[config.mk]
export PLATFORM = sky130hd
export DESIGN_NAME = rojobot_wb_regbank
export DESIGN_NICKNAME = d
export VERILOG_FILES = /design/src/rtl/rojobot_regs_pkg.sv /design/src/rtl/rojobot_bot_channel.sv /design/src/rtl/rojobot_wb_regbank.sv
export SDC_FILE = /design/constraint.sdc
export NUM_CORES = 1
export LEC_CHECK = 0
export CORE_MARGIN = 3
export CORE_UTILIZATION = 48
export CTS_BUF_LIST = sky130_fd_sc_hd__clkbuf_4
export DETAILED_ROUTE_END_ITERATION = 8
export MAX_ROUTING_LAYER = met4
export PLACE_DENSITY = 0.83
export SLEW_MARGIN = 20
export SYNTH_ARGS = -nofsm -noshare
export SYNTH_HDL_FRONTEND = slang
export SYNTH_SLANG_ARGS = --single-unit
[constraint.sdc]
create_clock -name clk -period 2.1 [get_ports clk]
set_clock_uncertainty 0.15 [all_clocks]
set_input_delay 0.21 -clock clk [delete_from_list [all_inputs] [get_ports clk]]
set_output_delay 0.21 -clock clk [all_outputs]
set_load 0.01 [all_outputs]
[src/rtl/rojobot_regs_pkg.sv]
// Register map constants and bus FSM encoding for the Rojobot Wishbone register bank.
package rojobot_regs_pkg;

    localparam logic [31:0] WIN_STRIDE = 32'h20;
    localparam logic [31:0] GLB_BASE   = 32'h100;
    localparam logic [15:0] ID_TAG     = 16'h0B07;
    localparam int          OVR_W      = 8;

    // Word offsets inside a bot window (byte offset >> 2)
    localparam logic [2:0] REG_INFO   = 3'd0;
    localparam logic [2:0] REG_CTRL   = 3'd1;
    localparam logic [2:0] REG_STATUS = 3'd2;
    localparam logic [2:0] REG_ACK    = 3'd3;

    // Word offsets inside the global window at GLB_BASE
    localparam logic [5:0] GLB_PEND = 6'd0;
    localparam logic [5:0] GLB_MASK = 6'd1;
    localparam logic [5:0] GLB_ID   = 6'd2;

    typedef enum logic [1:0] {
        ST_IDLE = 2'd0,
        ST_ACK  = 2'd1,
        ST_ERR  = 2'd2
    } bus_state_t;

endpackage

[src/rtl/rojobot_bot_channel.sv]
// One Rojobot channel: update-edge detect, coherent INFO snapshot, pending flag and
// saturating overrun counter.
module rojobot_bot_channel
    import rojobot_regs_pkg::*;
(
    input  logic             clk,
    input  logic             rstn,
    input  logic             upd,
    input  logic [31:0]      info,
    input  logic             ack_clr,
    output logic [31:0]      snap,
    output logic             pend,
    output logic [OVR_W-1:0] ovr
);

    logic upd_q;
    logic upd_edge;

    assign upd_edge = upd & ~upd_q;

    // An edge coinciding with an ACK wins for pending but the overrun count is cleared.
    always_ff @(posedge clk or negedge rstn) begin
        if (!rstn) begin
            upd_q <= 1'b0;
            snap  <= '0;
            pend  <= 1'b0;
            ovr   <= '0;
        end else begin
            upd_q <= upd;
            if (upd_edge) begin
                snap <= info;
            end
            if (upd_edge) begin
                pend <= 1'b1;
            end else if (ack_clr) begin
                pend <= 1'b0;
            end
            if (ack_clr) begin
                ovr <= '0;
            end else if (upd_edge && pend && (ovr != '1)) begin
                ovr <= ovr + 1'b1;
            end
        end
    end

endmodule

[src/rtl/rojobot_wb_regbank.sv]
// Classic-cycle Wishbone slave serving NUM_BOTS Rojobot channels: decode, ack/err FSM,
// CTRL and IRQ_MASK registers, read mux and aggregated interrupt.
module rojobot_wb_regbank
    import rojobot_regs_pkg::*;
#(
    parameter int         NUM_BOTS = 2,
    parameter logic [7:0] CTRL_RST = 8'h00
) (
    input  logic                    clk,
    input  logic                    rstn,
    input  logic [31:0]             wb_adr_i,
    input  logic [31:0]             wb_dat_i,
    input  logic [3:0]              wb_sel_i,
    input  logic                    wb_we_i,
    input  logic                    wb_cyc_i,
    input  logic                    wb_stb_i,
    input  logic [2:0]              wb_cti_i,
    input  logic [1:0]              wb_bte_i,
    output logic [31:0]             wb_dat_o,
    output logic                    wb_ack_o,
    output logic                    wb_err_o,
    output logic                    wb_rtry_o,
    input  logic [32*NUM_BOTS-1:0]  bot_info_i,
    input  logic [NUM_BOTS-1:0]     upd_sysregs_i,
    output logic [8*NUM_BOTS-1:0]   bot_ctrl_o,
    output logic                    irq_o
);

    bus_state_t                 state_q, state_d;
    logic                       req, ok, wr_go, mask_we;
    logic [31:0]                rd_data;
    logic [NUM_BOTS-1:0]        bot_hit, ctrl_we, ack_clr, pend_vec, mask_q;
    logic [32*NUM_BOTS-1:0]     snap_flat;
    logic [OVR_W*NUM_BOTS-1:0]  ovr_flat;
    logic [8*NUM_BOTS-1:0]      ctrl_q;
    logic                       unused_bits;

    assign unused_bits = ^{wb_adr_i[31:9], wb_adr_i[1:0], wb_dat_i[31:8],
                           wb_sel_i[3:1], wb_cti_i, wb_bte_i};

    // A new request is only accepted while no termination is being presented.
    assign req   = wb_cyc_i & wb_stb_i & (state_q == ST_IDLE);
    assign wr_go = req & ok & wb_we_i & wb_sel_i[0];

    always_comb begin
        state_d = ST_IDLE;
        if (state_q == ST_IDLE && req) begin
            state_d = ok ? ST_ACK : ST_ERR;
        end
    end

    // Address bit 8 selects the global window at GLB_BASE; below it are the bot windows.
    always_comb begin
        ok      = 1'b0;
        rd_data = '0;
        bot_hit = '0;
        if (wb_adr_i[8]) begin
            case (wb_adr_i[7:2])
                GLB_PEND: begin ok = ~wb_we_i; rd_data = 32'(pend_vec); end
                GLB_MASK: begin ok = 1'b1;     rd_data = 32'(mask_q);   end
                GLB_ID:   begin ok = ~wb_we_i; rd_data = {ID_TAG, 8'h00, 8'(NUM_BOTS)}; end
                default:  ;
            endcase
        end else begin
            for (int n = 0; n < NUM_BOTS; n++) begin
                if (wb_adr_i[7:5] == 3'(n)) begin
                    bot_hit[n] = 1'b1;
                    case (wb_adr_i[4:2])
                        REG_INFO:   begin ok = ~wb_we_i; rd_data = snap_flat[32*n +: 32]; end
                        REG_CTRL:   begin ok = 1'b1;     rd_data = {24'h0, ctrl_q[8*n +: 8]}; end
                        REG_STATUS: begin
                            ok      = ~wb_we_i;
                            rd_data = {16'h0, ovr_flat[OVR_W*n +: OVR_W], 7'h0, pend_vec[n]};
                        end
                        REG_ACK:    ok = 1'b1;
                        default:    ;
                    endcase
                end
            end
        end
    end

    always_comb begin
        mask_we = wr_go & wb_adr_i[8] & (wb_adr_i[7:2] == GLB_MASK);
        ctrl_we = '0;
        ack_clr = '0;
        for (int n = 0; n < NUM_BOTS; n++) begin
            ctrl_we[n] = wr_go & bot_hit[n] & (wb_adr_i[4:2] == REG_CTRL);
            ack_clr[n] = wr_go & bot_hit[n] & (wb_adr_i[4:2] == REG_ACK) & wb_dat_i[0];
        end
    end

    always_ff @(posedge clk or negedge rstn) begin
        if (!rstn) begin
            state_q  <= ST_IDLE;
            wb_dat_o <= '0;
            ctrl_q   <= {NUM_BOTS{CTRL_RST}};
            mask_q   <= '0;
            irq_o    <= 1'b0;
        end else begin
            state_q  <= state_d;
            wb_dat_o <= (req && ok && !wb_we_i) ? rd_data : '0;
            if (mask_we) begin
                mask_q <= wb_dat_i[NUM_BOTS-1:0];
            end
            for (int n = 0; n < NUM_BOTS; n++) begin
                if (ctrl_we[n]) begin
                    ctrl_q[8*n +: 8] <= wb_dat_i[7:0];
                end
            end
            irq_o <= |(pend_vec & mask_q);
        end
    end

    assign wb_ack_o   = (state_q == ST_ACK);
    assign wb_err_o   = (state_q == ST_ERR);
    assign wb_rtry_o  = 1'b0;
    assign bot_ctrl_o = ctrl_q;

    for (genvar n = 0; n < NUM_BOTS; n++) begin : g_bot
        rojobot_bot_channel u_chan (
            .clk     (clk),
            .rstn    (rstn),
            .upd     (upd_sysregs_i[n]),
            .info    (bot_info_i[32*n +: 32]),
            .ack_clr (ack_clr[n]),
            .snap    (snap_flat[32*n +: 32]),
            .pend    (pend_vec[n]),
            .ovr     (ovr_flat[OVR_W*n +: OVR_W])
        );
    end

endmodule

==> impl_metrics.csv <==
group,metric,value,unit
place,place_inst,799,
power_and_ir_drop,ir_drop,436,uV
grt,grt_usage,0.230,
critical_path,cp_cell_sequence,"dlygate4sd3_1 > clkdlybuf4s50_1 > nand3b_1 > or2_2 > or3_1 > a21oi_1",
drt,routed_wl,15.2,mm
power_and_ir_drop,p_leak,3.51,nW
drt,ant_nets,0,
die,die_w,119,um
clocking,cts_tree,"yes",
die,rows,40,
sta,slew_viol_final,0,
logic_synthesis,async_flop_share,1.00,
place,place_congestion,0.898,
critical_path,cp_num_buf_inv,2,
die,start_util,0.501,
logic_synthesis,synth_cell_types,59,
logic_synthesis,synth_edf_count,0,
die,io_pins,196,
die,die_h,119,um
logic_synthesis,synthCells,482,
logic_synthesis,yosysWarnings,0,
drt,drt_iter0_drc,290,
drt,wire_per_inst,18.1,um
grt,grt_first_pass_wirelength,25.1,mm
cells_and_area,layout.nets,800,
critical_path,cp_max_fo,4,
clocking,cts_setup_buffers,0,
critical_path,rrSetupSlack,0.10,ns
sta,tns,0,ns
hold_path,whs_endpoint,"g_bot[0].u_chan.upd_q",
clocking,cts.clk_slew.worst_paths,0.12,ns
sta,period_needed,2.01,ns
critical_path,worstSetupPathType,"input port to register",
critical_path,critical_path_required,2.41,ns
power_and_ir_drop,powerDensity,698,mW/mm^2
clocking,clock_latency,0.53,ns
sta,timing.final.ws_setup,0.0932,ns
critical_path,r2r-start,"state_q[1]",
outcome,status,"completed",
sta,hold_viol_final,0,
sta,rsz0062_at_grt,"false",
die,die_area,0.0141,mm^2
drt,firstDrtPassIters,5,
logic_synthesis,avgSynthCellArea,12.7,um^2
hold_path,hp-class,"input port to register",
logic_synthesis,ys_seq_area_frac,0.561,
cells_and_area,postLayoutCoreUtil,0.677,
logic_synthesis,synth_ff_type,"dfrtp_1",
sta,max_slew_margin,0.653,
critical_path,cp.arrival,2.32,ns
critical_path,cp_slowest_cell,"dlygate4sd3_1",
drt,route.detailed.drc,0,
hold_path,hp-start,"upd_sysregs_i[0]",
sta,period_share,0.956,
cells_and_area,final_common_cell,"dfrtp_1",
place,place_hpwl,10.8,mm
clocking,cts_buffers,17,
grt,grt_pass1_vias,4910,
logic_synthesis,synth.net_count,628,
clocking,cts_buffer_depth,2,
grt,grt_start_max_net_pins,47,
drt,vias,4641,
cells_and_area,area_growth,35.3,%
sta,tightest_slew,0.518,ns
critical_path,max_stage_delay,0.56,ns
job,drv_cap,0,
logic_synthesis,ys_ff_latch,137,
grt,grt_overflow,0,
critical_path,path_delay_family,"buffers and inverters",
critical_path,cp-end-kind,"register",
critical_path,reg2reg_depth,5,
critical_path,cp.depth,6,
clocking,cts_root_buf,"clkbuf_4",
grt,antenna_found_initial,1,
critical_path,cp-start-kind,"input port",
cells_and_area,most-common-layout-cells,"137 x dfrtp_1, 134 x clkdlybuf4s50_1, 90 x mux2_2",
die,core,0.0122,mm^2
sta,fmax,498,MHz
cells_and_area,stdcell_count,836,
hold_path,hold_path_depth,1,
cells_and_area,final_layout_size_suffix_gt1_frac,0.262,
place,numPortBuffers,137,
place,dp_slack,-0.207,ns
clocking,htree_levels,4,
logic_synthesis,syn_area,0.00611,mm^2
clocking,cts_sinks,137,
drt,viasPerCell,5.55,
sta,setup_viol,0,
critical_path,r2r-end,"wb_dat_o[14]",
==> metrics by stage <==
step	hold WS [ns]	total power, mW	instance area (um^2)
4_1_cts	0.0296	5.82	8260
3_5_place_dp	0.0420	4.17	7950
6_report	0.105	5.77	8270
2_1_floorplan	-0.236	3.71	6110
3_3_place_gp	0.0379	4.12	7950
5_1_grt	0.0319	6.09	8270
==> what timing repair did <==
| item | in CTS | in global routing |
|---|---|---|
| endpoints found under the hold margin | 138 | 0 |
| resized for setup | 0 | 4 |
| hold buffers | 4 | 0 |
| endpoints found under the setup margin | 0 | 12 |
==> registers in the layout, summed over array words and instances (netlist names) <==
name                flops
state_q                 2
irq_o                   1
mask_q                  2
g_bot.u_chan.upd_q      2
wb_dat_o               32
g_bot.u_chan.pend       2
g_bot.u_chan.ovr       16
bot_ctrl_o             16
g_bot.u_chan.snap      64
==> cell families after synthesis <==
family,share of synthesized area
multiplexers,0.199
XOR/XNOR,0.00716
other,0.000614
AND/OR/NAND/NOR,0.112
flip-flops,0.561
AO/OA/AOI/OAI,0.0936
buffers and inverters,0.0225
adder cells (fa/ha/maj),0.00409
==> cells in the mapped netlist (2+ instances only) <==
cell	count	area, um^2
and4b_1	2	20.0
nand4_1	3	18.8
clkbuf_1	15	56.3
buf_6	2	22.5
nand4b_1	2	17.5
o22a_1	13	114
dfrtp_1	137	3430
nor3_2	2	20.0
nand2_1	13	48.8
ha_1	2	25.0
or3_1	3	18.8
nand3_1	8	40.0
and3_1	2	12.5
nor4_4	2	42.5
a22oi_1	27	203
nor2_1	52	195
a21oi_1	12	60.1
xor2_1	4	35.0
o211ai_1	3	22.5
mux2_2	90	1010
nor4b_1	2	17.5
o21ai_0	6	30.0
inv_1	6	22.5
o2111ai_1	2	17.5
nand2b_1	2	12.5
buf_1	5	18.8
nor3_1	7	35.0
a211o_1	2	17.5
buf_2	2	10.0
nand3b_1	2	15.0
o21bai_1	3	22.5
nor3b_1	2	15.0
nor2b_1	4	25.0
mux2i_1	18	180
==> per-layer routing <==
layer  GRT usage  vias up  part of all wire
li1            -     2116                 -
met1       0.284     2340              0.42
met2       0.378      158              0.51
met3      0.0546       27             0.049
met4      0.0688        0             0.017
met5           -        -                 0
==> area by class of cell <==
type                    instances  area (um^2)
flip-flops and latches        137         3430
diodes                          1         2.50
inverters                       6         22.5
fillers                       954         3940
clock buffers                  17          128
repair buffers                178         1770
multi-input cells             314         2570
well taps                     168          210
clock inverters                15          140
==> where the power goes <==
part | total (mW) | internal [mW] | switching, mW
registers | 3.19 | 2.93 | 0.261
logic | 0.947 | 0.544 | 0.404
clock network | 1.64 | 0.612 | 1.03
total | 5.77 | 4.08 | 1.69
==> worst max path at each step <==
stage                     startpoint                endpoint
floorplan                wb_adr_i[4]           bot_ctrl_o[0]
global placement         wb_adr_i[4]    g_bot[1].u_chan.pend
detailed placement       wb_adr_i[4]  g_bot[1].u_chan.ovr[5]
CTS                       state_q[1]                wb_err_o
global route              state_q[1]               mask_q[1]
finish              upd_sysregs_i[1]  g_bot[1].u_chan.ovr[3]
==> worst register-to-register path: cells and delay by family (launching register included) <==
family	cells	cell delay, ns
buffers and inverters	1	0.22
AND/OR/NAND/NOR	4	1.12
flip-flops	1	0.44
No activity file was read; power rests on OpenSTA's default activity.
